`config.mk`:
```
export PLATFORM = sky130hd
export DESIGN_NAME = bcd_countdown_timer
export DESIGN_NICKNAME = d
export VERILOG_FILES = /design/src/rtl/timer_pkg.sv /design/src/rtl/bcd_digit.sv /design/src/rtl/bcd_countdown_timer.sv
export SDC_FILE = /design/constraint.sdc
export NUM_CORES = 1
export LEC_CHECK = 0
export CAP_MARGIN = 40
export CORE_AREA = 2 2 88 90
export CTS_CLUSTER_DIAMETER = 200
export DETAILED_ROUTE_END_ITERATION = 16
export DIE_AREA = 0 0 90 92
export GPL_TIMING_DRIVEN = 0
export SLEW_MARGIN = 20
export SYNTH_ARGS = -nofsm -noshare
export SYNTH_HDL_FRONTEND = slang
export SYNTH_HIERARCHICAL = 1
export SYNTH_SLANG_ARGS = --single-unit
```
`constraint.sdc`:
```
create_clock -name CLK -period 6.6 [get_ports CLK]
set_input_delay 1.65 -clock CLK [delete_from_list [all_inputs] [get_ports CLK]]
set_output_delay 1.65 -clock CLK [all_outputs]
set_load 0.05 [all_outputs]
```
`src/rtl/timer_pkg.sv`:
```
// Shared encodings and digit constants for the BCD countdown timer.
package timer_pkg;

  localparam int unsigned DIGIT_W = 4;

  localparam logic [DIGIT_W-1:0] BCD_MAX  = 4'd9;
  localparam logic [DIGIT_W-1:0] TENS_MAX = 4'd5;

  typedef enum logic [1:0] {
    ST_IDLE  = 2'd0,
    ST_RUN   = 2'd1,
    ST_PAUSE = 2'd2,
    ST_DONE  = 2'd3
  } state_t;

endpackage

```
`src/rtl/bcd_digit.sv`:
```
// One BCD digit register: load, shift-in, decrement with borrow, increment with carry.
module bcd_digit
  import timer_pkg::*;
(
  input  logic               clk,
  input  logic               clearn,
  input  logic               load,
  input  logic [DIGIT_W-1:0] load_val,
  input  logic               shift,
  input  logic [DIGIT_W-1:0] shift_in,
  input  logic               dec,
  input  logic               inc,
  input  logic [DIGIT_W-1:0] wrap_val,
  output logic [DIGIT_W-1:0] q,
  output logic               ripple
);

  always_ff @(posedge clk) begin
    if (!clearn) begin
      q <= '0;
    end else if (load) begin
      q <= load_val;
    end else if (shift) begin
      q <= shift_in;
    end else if (dec) begin
      q <= (q == '0) ? wrap_val : q - 4'd1;
    end else if (inc) begin
      q <= (q >= wrap_val) ? '0 : q + 4'd1;
    end
  end

  // dec and inc are never requested together, so one ripple line serves both chains
  assign ripple = (dec && (q == '0)) || (inc && (q >= wrap_val));

endmodule

```
`src/rtl/bcd_countdown_timer.sv`:
```
// M:SS BCD countdown with keypad entry, pause/resume and +30 s quick-add.
module bcd_countdown_timer
  import timer_pkg::*;
#(
  parameter int unsigned NUM_MIN_DIGITS = 1,
  parameter int unsigned TICK_DIV       = 1,
  parameter int unsigned ADD_TENS       = 3
) (
  input  logic                          CLK,
  input  logic                          clearn,
  input  logic [3:0]                    digit,
  input  logic                          digit_valid,
  input  logic                          loadn,
  input  logic                          enable,
  input  logic                          add30,
  output logic [4*NUM_MIN_DIGITS-1:0]   minutes,
  output logic [3:0]                    tens_secs,
  output logic [3:0]                    secs,
  output logic                          timer_done,
  output logic                          running
);

  localparam int unsigned PS_W = (TICK_DIV > 1) ? $clog2(TICK_DIV) : 1;
  localparam logic [PS_W-1:0] PS_LAST = PS_W'(TICK_DIV - 1);
  localparam logic [DIGIT_W:0] TENS_ADD = (DIGIT_W + 1)'(ADD_TENS);

  state_t state, state_nxt;
  logic [PS_W-1:0] ps;

  logic [DIGIT_W-1:0] min_q [NUM_MIN_DIGITS];
  logic [NUM_MIN_DIGITS-1:0] min_ripple;
  logic secs_ripple, tens_ripple;

  logic do_shift, in_count, do_add, active, tick;
  logic count_zero, count_one;
  logic [DIGIT_W:0] tens_sum;
  logic add_carry, saturate;
  logic [DIGIT_W-1:0] tens_added, tens_load_val;

  assign do_shift = (state == ST_IDLE) && !loadn && digit_valid && (digit <= BCD_MAX);
  assign in_count = loadn && ((state == ST_RUN) || (state == ST_PAUSE));
  assign do_add   = in_count && add30;
  assign active   = in_count && enable;
  // A quick-add freezes the prescaler, pushing a coincident tick out by one cycle
  assign tick     = active && !add30 && (ps == PS_LAST);

  assign count_zero = (minutes == '0) && (tens_secs == '0) && (secs == '0);
  assign count_one  = (minutes == '0) && (tens_secs == '0) && (secs == 4'd1);

  assign tens_sum      = {1'b0, tens_secs} + TENS_ADD;
  assign add_carry     = do_add && (tens_sum >= 5'd6);
  assign tens_added    = add_carry ? 4'(tens_sum - 5'd6) : tens_sum[DIGIT_W-1:0];
  assign saturate      = do_add && min_ripple[NUM_MIN_DIGITS-1];
  assign tens_load_val = saturate ? TENS_MAX : tens_added;

  bcd_digit u_secs (
    .clk      (CLK),
    .clearn   (clearn),
    .load     (saturate),
    .load_val (BCD_MAX),
    .shift    (do_shift),
    .shift_in (digit),
    .dec      (tick),
    .inc      (1'b0),
    .wrap_val (BCD_MAX),
    .q        (secs),
    .ripple   (secs_ripple)
  );

  bcd_digit u_tens (
    .clk      (CLK),
    .clearn   (clearn),
    .load     (do_add),
    .load_val (tens_load_val),
    .shift    (do_shift),
    .shift_in (secs),
    .dec      (secs_ripple),
    .inc      (1'b0),
    .wrap_val (TENS_MAX),
    .q        (tens_secs),
    .ripple   (tens_ripple)
  );

  for (genvar gi = 0; gi < NUM_MIN_DIGITS; gi++) begin : g_min
    logic [DIGIT_W-1:0] shift_src;
    logic               dec_req, inc_req;

    if (gi == 0) begin : g_lsd
      assign shift_src = tens_secs;
      assign dec_req   = tens_ripple;
      assign inc_req   = add_carry;
    end else begin : g_upper
      assign shift_src = min_q[gi-1];
      assign dec_req   = tick && min_ripple[gi-1];
      assign inc_req   = do_add && min_ripple[gi-1];
    end

    bcd_digit u_min (
      .clk      (CLK),
      .clearn   (clearn),
      .load     (saturate),
      .load_val (BCD_MAX),
      .shift    (do_shift),
      .shift_in (shift_src),
      .dec      (dec_req),
      .inc      (inc_req),
      .wrap_val (BCD_MAX),
      .q        (min_q[gi]),
      .ripple   (min_ripple[gi])
    );

    assign minutes[gi*DIGIT_W +: DIGIT_W] = min_q[gi];
  end

  always_comb begin
    state_nxt = state;
    if (!loadn) begin
      state_nxt = ST_IDLE;
    end else begin
      case (state)
        ST_IDLE: begin
          if (enable) state_nxt = count_zero ? ST_DONE : ST_RUN;
        end
        ST_RUN, ST_PAUSE: begin
          if (tick && count_one) state_nxt = ST_DONE;
          else if (enable)       state_nxt = ST_RUN;
          else                   state_nxt = ST_PAUSE;
        end
        ST_DONE: state_nxt = ST_DONE;
        default: state_nxt = ST_IDLE;
      endcase
    end
  end

  always_ff @(posedge CLK) begin
    if (!clearn) begin
      state      <= ST_IDLE;
      timer_done <= 1'b0;
      running    <= 1'b0;
    end else begin
      state      <= state_nxt;
      timer_done <= (state_nxt == ST_DONE);
      running    <= (state_nxt == ST_RUN);
    end
  end

  // Prescaler survives PAUSE so a resumed second is not restarted
  always_ff @(posedge CLK) begin
    if (!clearn || !in_count) begin
      ps <= '0;
    end else if (active && !add30) begin
      ps <= (ps == PS_LAST) ? '0 : ps + PS_W'(1);
    end
  end

endmodule

```
; ---- After elaboration in Yosys (flattened, before gate mapping)
; Cells that the tools add are included.
[op_classes]
n_addsub = 7
n_reduce_logical = 36
order_cmp = 3
muxes = 23
bitwise_logic = 2
eq_ne = 6
[op_table]
columns = cell, n
row1 = 4-bit 2-to-1 mux, 16
row2 = 1-bit logical AND, 18
row3 = 4-bit zero test, 3
row4 = 4-bit by 1-bit subtractor with 4-bit output (second input constant), 3
row5 = 2-bit 2-to-1 mux, 5
row6 = 3-bit nonzero test, 3
row7 = 2-bit == test (second input constant), 3
row8 = 2-bit one-hot mux with 3 select lines, 1
row9 = 4-bit by 2-bit adder with 5-bit output (second input constant), 1
row10 = 5-bit by 3-bit greater-or-equal comparator with 1-bit output (second input constant), 1
row11 = 4-bit by 1-bit adder with 4-bit output (second input constant), 1
row12 = 2-bit by 1-bit == test with 1-bit output (second input constant), 2
row13 = 4-bit by 1-bit == test with 1-bit output (second input constant), 1
row14 = 4-bit greater-or-equal comparator (second input constant), 1
row15 = 4-bit less-or-equal comparator (second input constant), 1
row16 = 1-bit zero test, 4
row17 = 4-bit nonzero test, 1
row18 = 2-bit OR reduction, 2
row19 = 4-bit by 3-bit subtractor with 4-bit output (second input constant), 1
row20 = 1-bit logical OR, 3
row21 = 2-bit zero test, 1
row22 = 1-bit inverter, 2
row23 = 2-bit nonzero test, 1
row24 = 1-bit adder (second input constant), 1
row25 = 1-bit 2-to-1 mux, 1
[word_totals]
ff_bits = 17
out_inout_bits = 14

; ---- Logic depth before layout (Yosys ltp)
[logic_depth]
depth_word = 13
depth_mapped = 16
depth_no_buf = 16

; ---- Hierarchy
; The synthesis kept the hierarchy.
[modules_own_cells]
columns = mod, area_per_inst_um2, instances, seq_area_each_um2, cells_per_inst
row1 = bcd_digit, 560.5, 3, 80.1, 77
row2 = bcd_countdown_timer, 441.7, 1, 80.1, 56

; ---- Least setup slack after synthesis
; No wires, ideal clock.
[synth_path]
kind = in2reg
startpoint = in add30
endpoint = reg g_min[0].u_min.q[1]
stages = 12
setup_ns = 0.071
required_ns = 6.529
path_slack_ns = 2.518
n_path_buf = 0
t_arrival_ns = 4.012
path_cell_list = and4b_1 > and2_1 > nand2b_1 > and2_1 > nand2b_1 > and2_1 > nand2b_1 > nand2_1 > inv_1 > inv_1 > a2111oi_0 > o2bb2ai_1
[synth_between]
elab_chain_cells = 9
[synth_rtl]
columns = item, line
row1 = from (decl), bcd_countdown_timer.sv:15  ; input logic add30,
row2 = 1-bit zero test, bcd_countdown_timer.sv:45  ; assign tick = active && !add30 && (ps == PS_LAST);
row3 = 1-bit logical AND (2 in series), bcd_countdown_timer.sv:45
row4 = 1-bit logical AND, bcd_digit.sv:33  ; assign ripple = (dec && (q == '0)) || (inc && (q >= wrap_val));
row5 = net secs_ripple, bcd_countdown_timer.sv:32  ; logic secs_ripple, tens_ripple;
row6 = 1-bit logical AND, bcd_digit.sv:33
row7 = net g_min[0].dec_req, bcd_countdown_timer.sv:86  ; logic dec_req, inc_req;
row8 = 1-bit logical AND, bcd_digit.sv:33
row9 = 1-bit logical OR, bcd_digit.sv:33
row10 = net min_ripple, bcd_countdown_timer.sv:31  ; logic [NUM_MIN_DIGITS-1:0] min_ripple;
row11 = 1-bit logical AND, bcd_countdown_timer.sv:53  ; assign saturate = do_add && min_ripple[NUM_MIN_DIGITS-1];
row12 = net saturate, bcd_countdown_timer.sv:37  ; logic add_carry, saturate;
row13 = 2-bit OR reduction (no line), --
row14 = to (signal assigned), bcd_digit.sv:24  ; q <= shift_in;
row15 = to (signal assigned), bcd_digit.sv:26  ; q <= (q == '0) ? wrap_val : q - 4'd1;
row16 = to (signal assigned), bcd_digit.sv:28  ; q <= (q >= wrap_val) ? '0 : q + 4'd1;
row17 = to (decl), bcd_digit.sv:14  ; output logic [DIGIT_W-1:0] q,
; The timed path passes the listed nets, and every way through them passes these cells.
; A chain may end at the register's enable or synchronous reset.

; ---- Worst setup path after layout
[layout_path]
startpoint = in loadn
endpoint = reg u_secs.q[1]
[layout_between]
elab_chain_cells = 10
[layout_rtl]
columns = item, line
row1 = from (decl), bcd_countdown_timer.sv:13  ; input logic loadn,
row2 = 1-bit logical AND, bcd_countdown_timer.sv:41  ; assign in_count = loadn && ((state == ST_RUN) || (state == ST_PAUSE));
row3 = 1-bit logical AND, bcd_countdown_timer.sv:43  ; assign active = in_count && enable;
row4 = 1-bit logical AND (2 in series), bcd_countdown_timer.sv:45
row5 = net tick, bcd_countdown_timer.sv:34  ; logic do_shift, in_count, do_add, active, tick;
row6 = 1-bit logical AND, bcd_digit.sv:33
row7 = net secs_ripple, bcd_countdown_timer.sv:32
row8 = 1-bit logical AND, bcd_digit.sv:33
row9 = net g_min[0].dec_req, bcd_countdown_timer.sv:86
row10 = 1-bit logical AND, bcd_digit.sv:33
row11 = 1-bit logical OR, bcd_digit.sv:33
row12 = net min_ripple, bcd_countdown_timer.sv:31
row13 = 1-bit logical AND, bcd_countdown_timer.sv:53
row14 = net saturate, bcd_countdown_timer.sv:37
row15 = 2-bit OR reduction (no line), --
row16 = to (signal assigned), bcd_digit.sv:24
row17 = to (signal assigned), bcd_digit.sv:26
row18 = to (signal assigned), bcd_digit.sv:28
row19 = to (decl), bcd_digit.sv:14
; The timed path passes the listed nets, and every way through them passes these cells.

==> impl_metrics.toml <==
[setup_path]
cp_num_buf_inv = 3
cp_top_family = "simple AND/OR/NAND/NOR gates"
slowest_stage = "clkdlybuf4s50_1"
end_kind = "register"
worstPathCellList = "clkdlybuf4s50_1 -> and4b_1 -> and2_1 -> nand2b_1 -> and2_1 -> nand2b_1 -> and2_1 -> nand2b_1 -> nand2_1 -> inv_1 -> inv_1 -> a2111oi_0 -> o2bb2ai_1"
slowest_delay_ps = 520
worst_setup_path_start_kind = "primary input"
worstPathArrival_ps = 5190
worst-path-max-fanout = 18
critPathRequiredTime_ps = 6780
criticalPathCategory = "in -> reg"

[yosys]
syn_area_um2 = 2120
synth_top_area_share_pct = 15.1
yosysUniqueCellTypes = 43
yosysSeqAreaShare_pct = 15.1
ys_ff_latch = 16
yosysTopAreaCell = "dfxtp_1"
synth_edf_count = 0
async_reset_ff_share_pct = 0
ys_top_cells_by_area = "dfxtp_1 15%, ha_1 14%, inv_1 6.9%"
synthFlopType = "dfxtp_1"
synthCells = 287
yosysWarningCount = 6
avgSynthCellArea_um2 = 7.40

[placement]
dp_hpwl_mm = 4.17
place_area_um2 = 2630
place_congestion = 0.814
dp_slack_ps = 1320
dp_cells = 452
port_buffers = 23

[detailed_routing]
drt_first_pass_iters = 8
wl_met3_um = 192
via_per_inst = 4.85
dr_wl_met2_mm = 2.58
totalWireLength_mm = 5.44
drc_errors = 0
routed.top_layer = "met4"
drt_iter0_drc = 169
wl_per_cell_um = 11.9
drt.antenna.violating_nets = 0
num_vias = 2213
wl_met1_mm = 2.60

[timing]
fin_crit_sh_pct = 75.8
max_freq_ghz = 0.200
finalWorstSetupSlack_ps = 1600
finalMaxSlewViolations = 0
holdWs_ps = 701
finClkSkew_ps = 5.29
period_needed_ps = 5000
setup_viol = 0
setup_tns_ps = 0
report.final.hold_viol_count = 0
rsz0062_at_grt = "false"
relSlewSlack_pct = 52.8
tightest_slew_ps = 701

[cts]
clock_sinks = 16
clk_transition_reported_paths_ps = 70
cts.hold.buffers_added = 0
cts_setup_buffers = 0
cts-htree-levels = 1
cts.path.max_buffers = 2
cts_buffers = 3
clock_latency_ps = 250
cts_resized = 0
cts_tree = "done"
clk_root_buffer_cell = "clkbuf_8"

[finish]
register_area_um2 = 320
layout.cells.non_filler = 456
post-route-util_pct = 36.1
layout-drive-gt1-share_pct = 6.78
nets = 389
fin_area_um2 = 2690
synthToLayoutAreaGrowth_pct = 26.5
nFillCells = 795
n_antenna_cell = 0
multi_input_area_um2 = 1740

[power]
seqPwrFrac_pct = 24.7
powerDensity_nw_per_um2 = 238
p_int_mw = 0.338
p_leak_nw = 1.14
p_total_mw = 0.638
comb_power_share_pct = 61.0
max-vdd-ir-drop_v = 0.0000759
clockPowerShare_pct = 14.3
switching_power_mw = 0.300
p_sw_share_pct = 47.0

[die]
core_um2 = 7450
fp-row-count = 32
chipWidth_um = 90
fp.dieH_um = 92
start_util_pct = 28.5
dieArea_um2 = 8280
io_pins = 24

[min_path]
hp-class = "reg -> reg"

[global_routing]
grt_max_degree = 19
grt_pass1_vias = 1955
grt-ovfl-total = 0
antenna_found_initial = 0
track_usage_pct = 12.6
grt_pass1_wl_mm = 8.90

[outcome]
status = "complete, no violations"

[run]
maxCapViolCount = 0
## path summary, 6_finish.rpt
check             slack [ps]                start  cells past startpoint                  end
setup / recovery        1600                loadn                     13          u_secs/q[1]
hold / removal           700  g_min[0].u_min/q[2]                      3  g_min[0].u_min/q[2]
setup reg to reg        2620          u_secs/q[0]                     14          u_secs/q[1]
hold reg to reg          700  g_min[0].u_min/q[2]                      3  g_min[0].u_min/q[2]
## cell usage after synthesis, types with 3 or more instances
library cell	count
a2bb2oi_1	3
xnor2_1	7
o21ai_0	17
dfxtp_1	16
o2bb2ai_1	3
ha_1	24
a221oi_1	3
nand3_1	10
o2111ai_1	3
nor2_1	17
a21oi_1	9
a21oi_2	4
nand4_1	5
nor3_1	5
or3_1	3
and2_1	4
a211oi_2	3
nand2b_1	10
o31ai_1	9
inv_1	39
clkbuf_2	6
o22ai_1	3
a211oi_1	6
a211o_1	3
o31a_2	3
nor2b_1	7
nand2_1	22
nor4_1	3
a222oi_1	6
a2111oi_0	3
o211ai_1	3
a31oi_1	6
buf_6	3
a22o_1	4
o21a_1	3
nor3b_1	3
## cells in the final DEF, fill, tap and decap left out, drive strengths merged, types with 4 or more instances in the layout
master	n
conb	42
inv	39
ha	24
clkdlybuf4s50	23
nand2	22
nor2	17
o21ai	17
dfxtp	16
a21oi	13
nand3	10
nand2b	10
clkbuf	10
o31ai	9
a211oi	9
xnor2	7
nor2b	7
a31oi	6
a222oi	6
nor3	5
nand4	5
a22o	4
and2	4
## registers in the layout (all words and copies together) (netlist names)
| signal | flops |
|---|---|
| u_tens/q | 4 |
| state | 2 |
| g_min.u_min/q | 4 |
| timer_done | 1 |
| u_secs/q | 4 |
| running | 1 |
## layout make-up
type	instances	share of cell area, %
plain buffers	9	2.38
clock buffers	4	2.05
inverters	39	5.45
multi-input cells	263	64.9
flip-flops and latches	16	11.9
well taps	102	4.75
repair buffers	23	8.57
## power by group through the flow
| stage | Sequential [mW] | Combinational [mW] | Clock [mW] |
|---|---|---|---|
| 6_report | 0.158 | 0.389 | 0.0911 |
| 5_1_grt | 0.162 | 0.429 | 0.0958 |
| 4_1_cts | 0.158 | 0.389 | 0.0932 |
| 3_5_place_dp | 0.160 | 0.387 | 0 |
| 3_3_place_gp | 0.160 | 0.382 | 0 |
| 2_1_floorplan | 0.192 | 0.256 | 0 |
## worst register-to-register path, stage by stage, from the launching register on
cell	delay, ps
dfxtp_1	650
inv_1	150
ha_1	280
nor3b_1	170
and2_1	180
nand2b_1	260
and2_1	210
nand2b_1	250
and2_1	210
nand2b_1	160
nand2_1	100
inv_1	250
nor4_1	680
a222oi_1	160
o2bb2ai_1	200
## cells by family after synthesis
family | Yosys count | share of synthesized area (%)
other cells | 2 | 0.354
simple gates | 93 | 23.4
xor+xnor | 7 | 2.89
fa+ha+maj | 24 | 14.1
buf+inv | 48 | 9.90
flops | 16 | 15.1
compound gates | 96 | 33.8
mux | 1 | 0.471
## layer usage
layer | GRT usage, % | vias up
met1 | 16.7 | 992
met5 | 0 | -
met4 | 3.08 | 0
met3 | 0.986 | 6
met2 | 22.3 | 55
li1 | - | 1160
(Power assumes the default switching activity.)
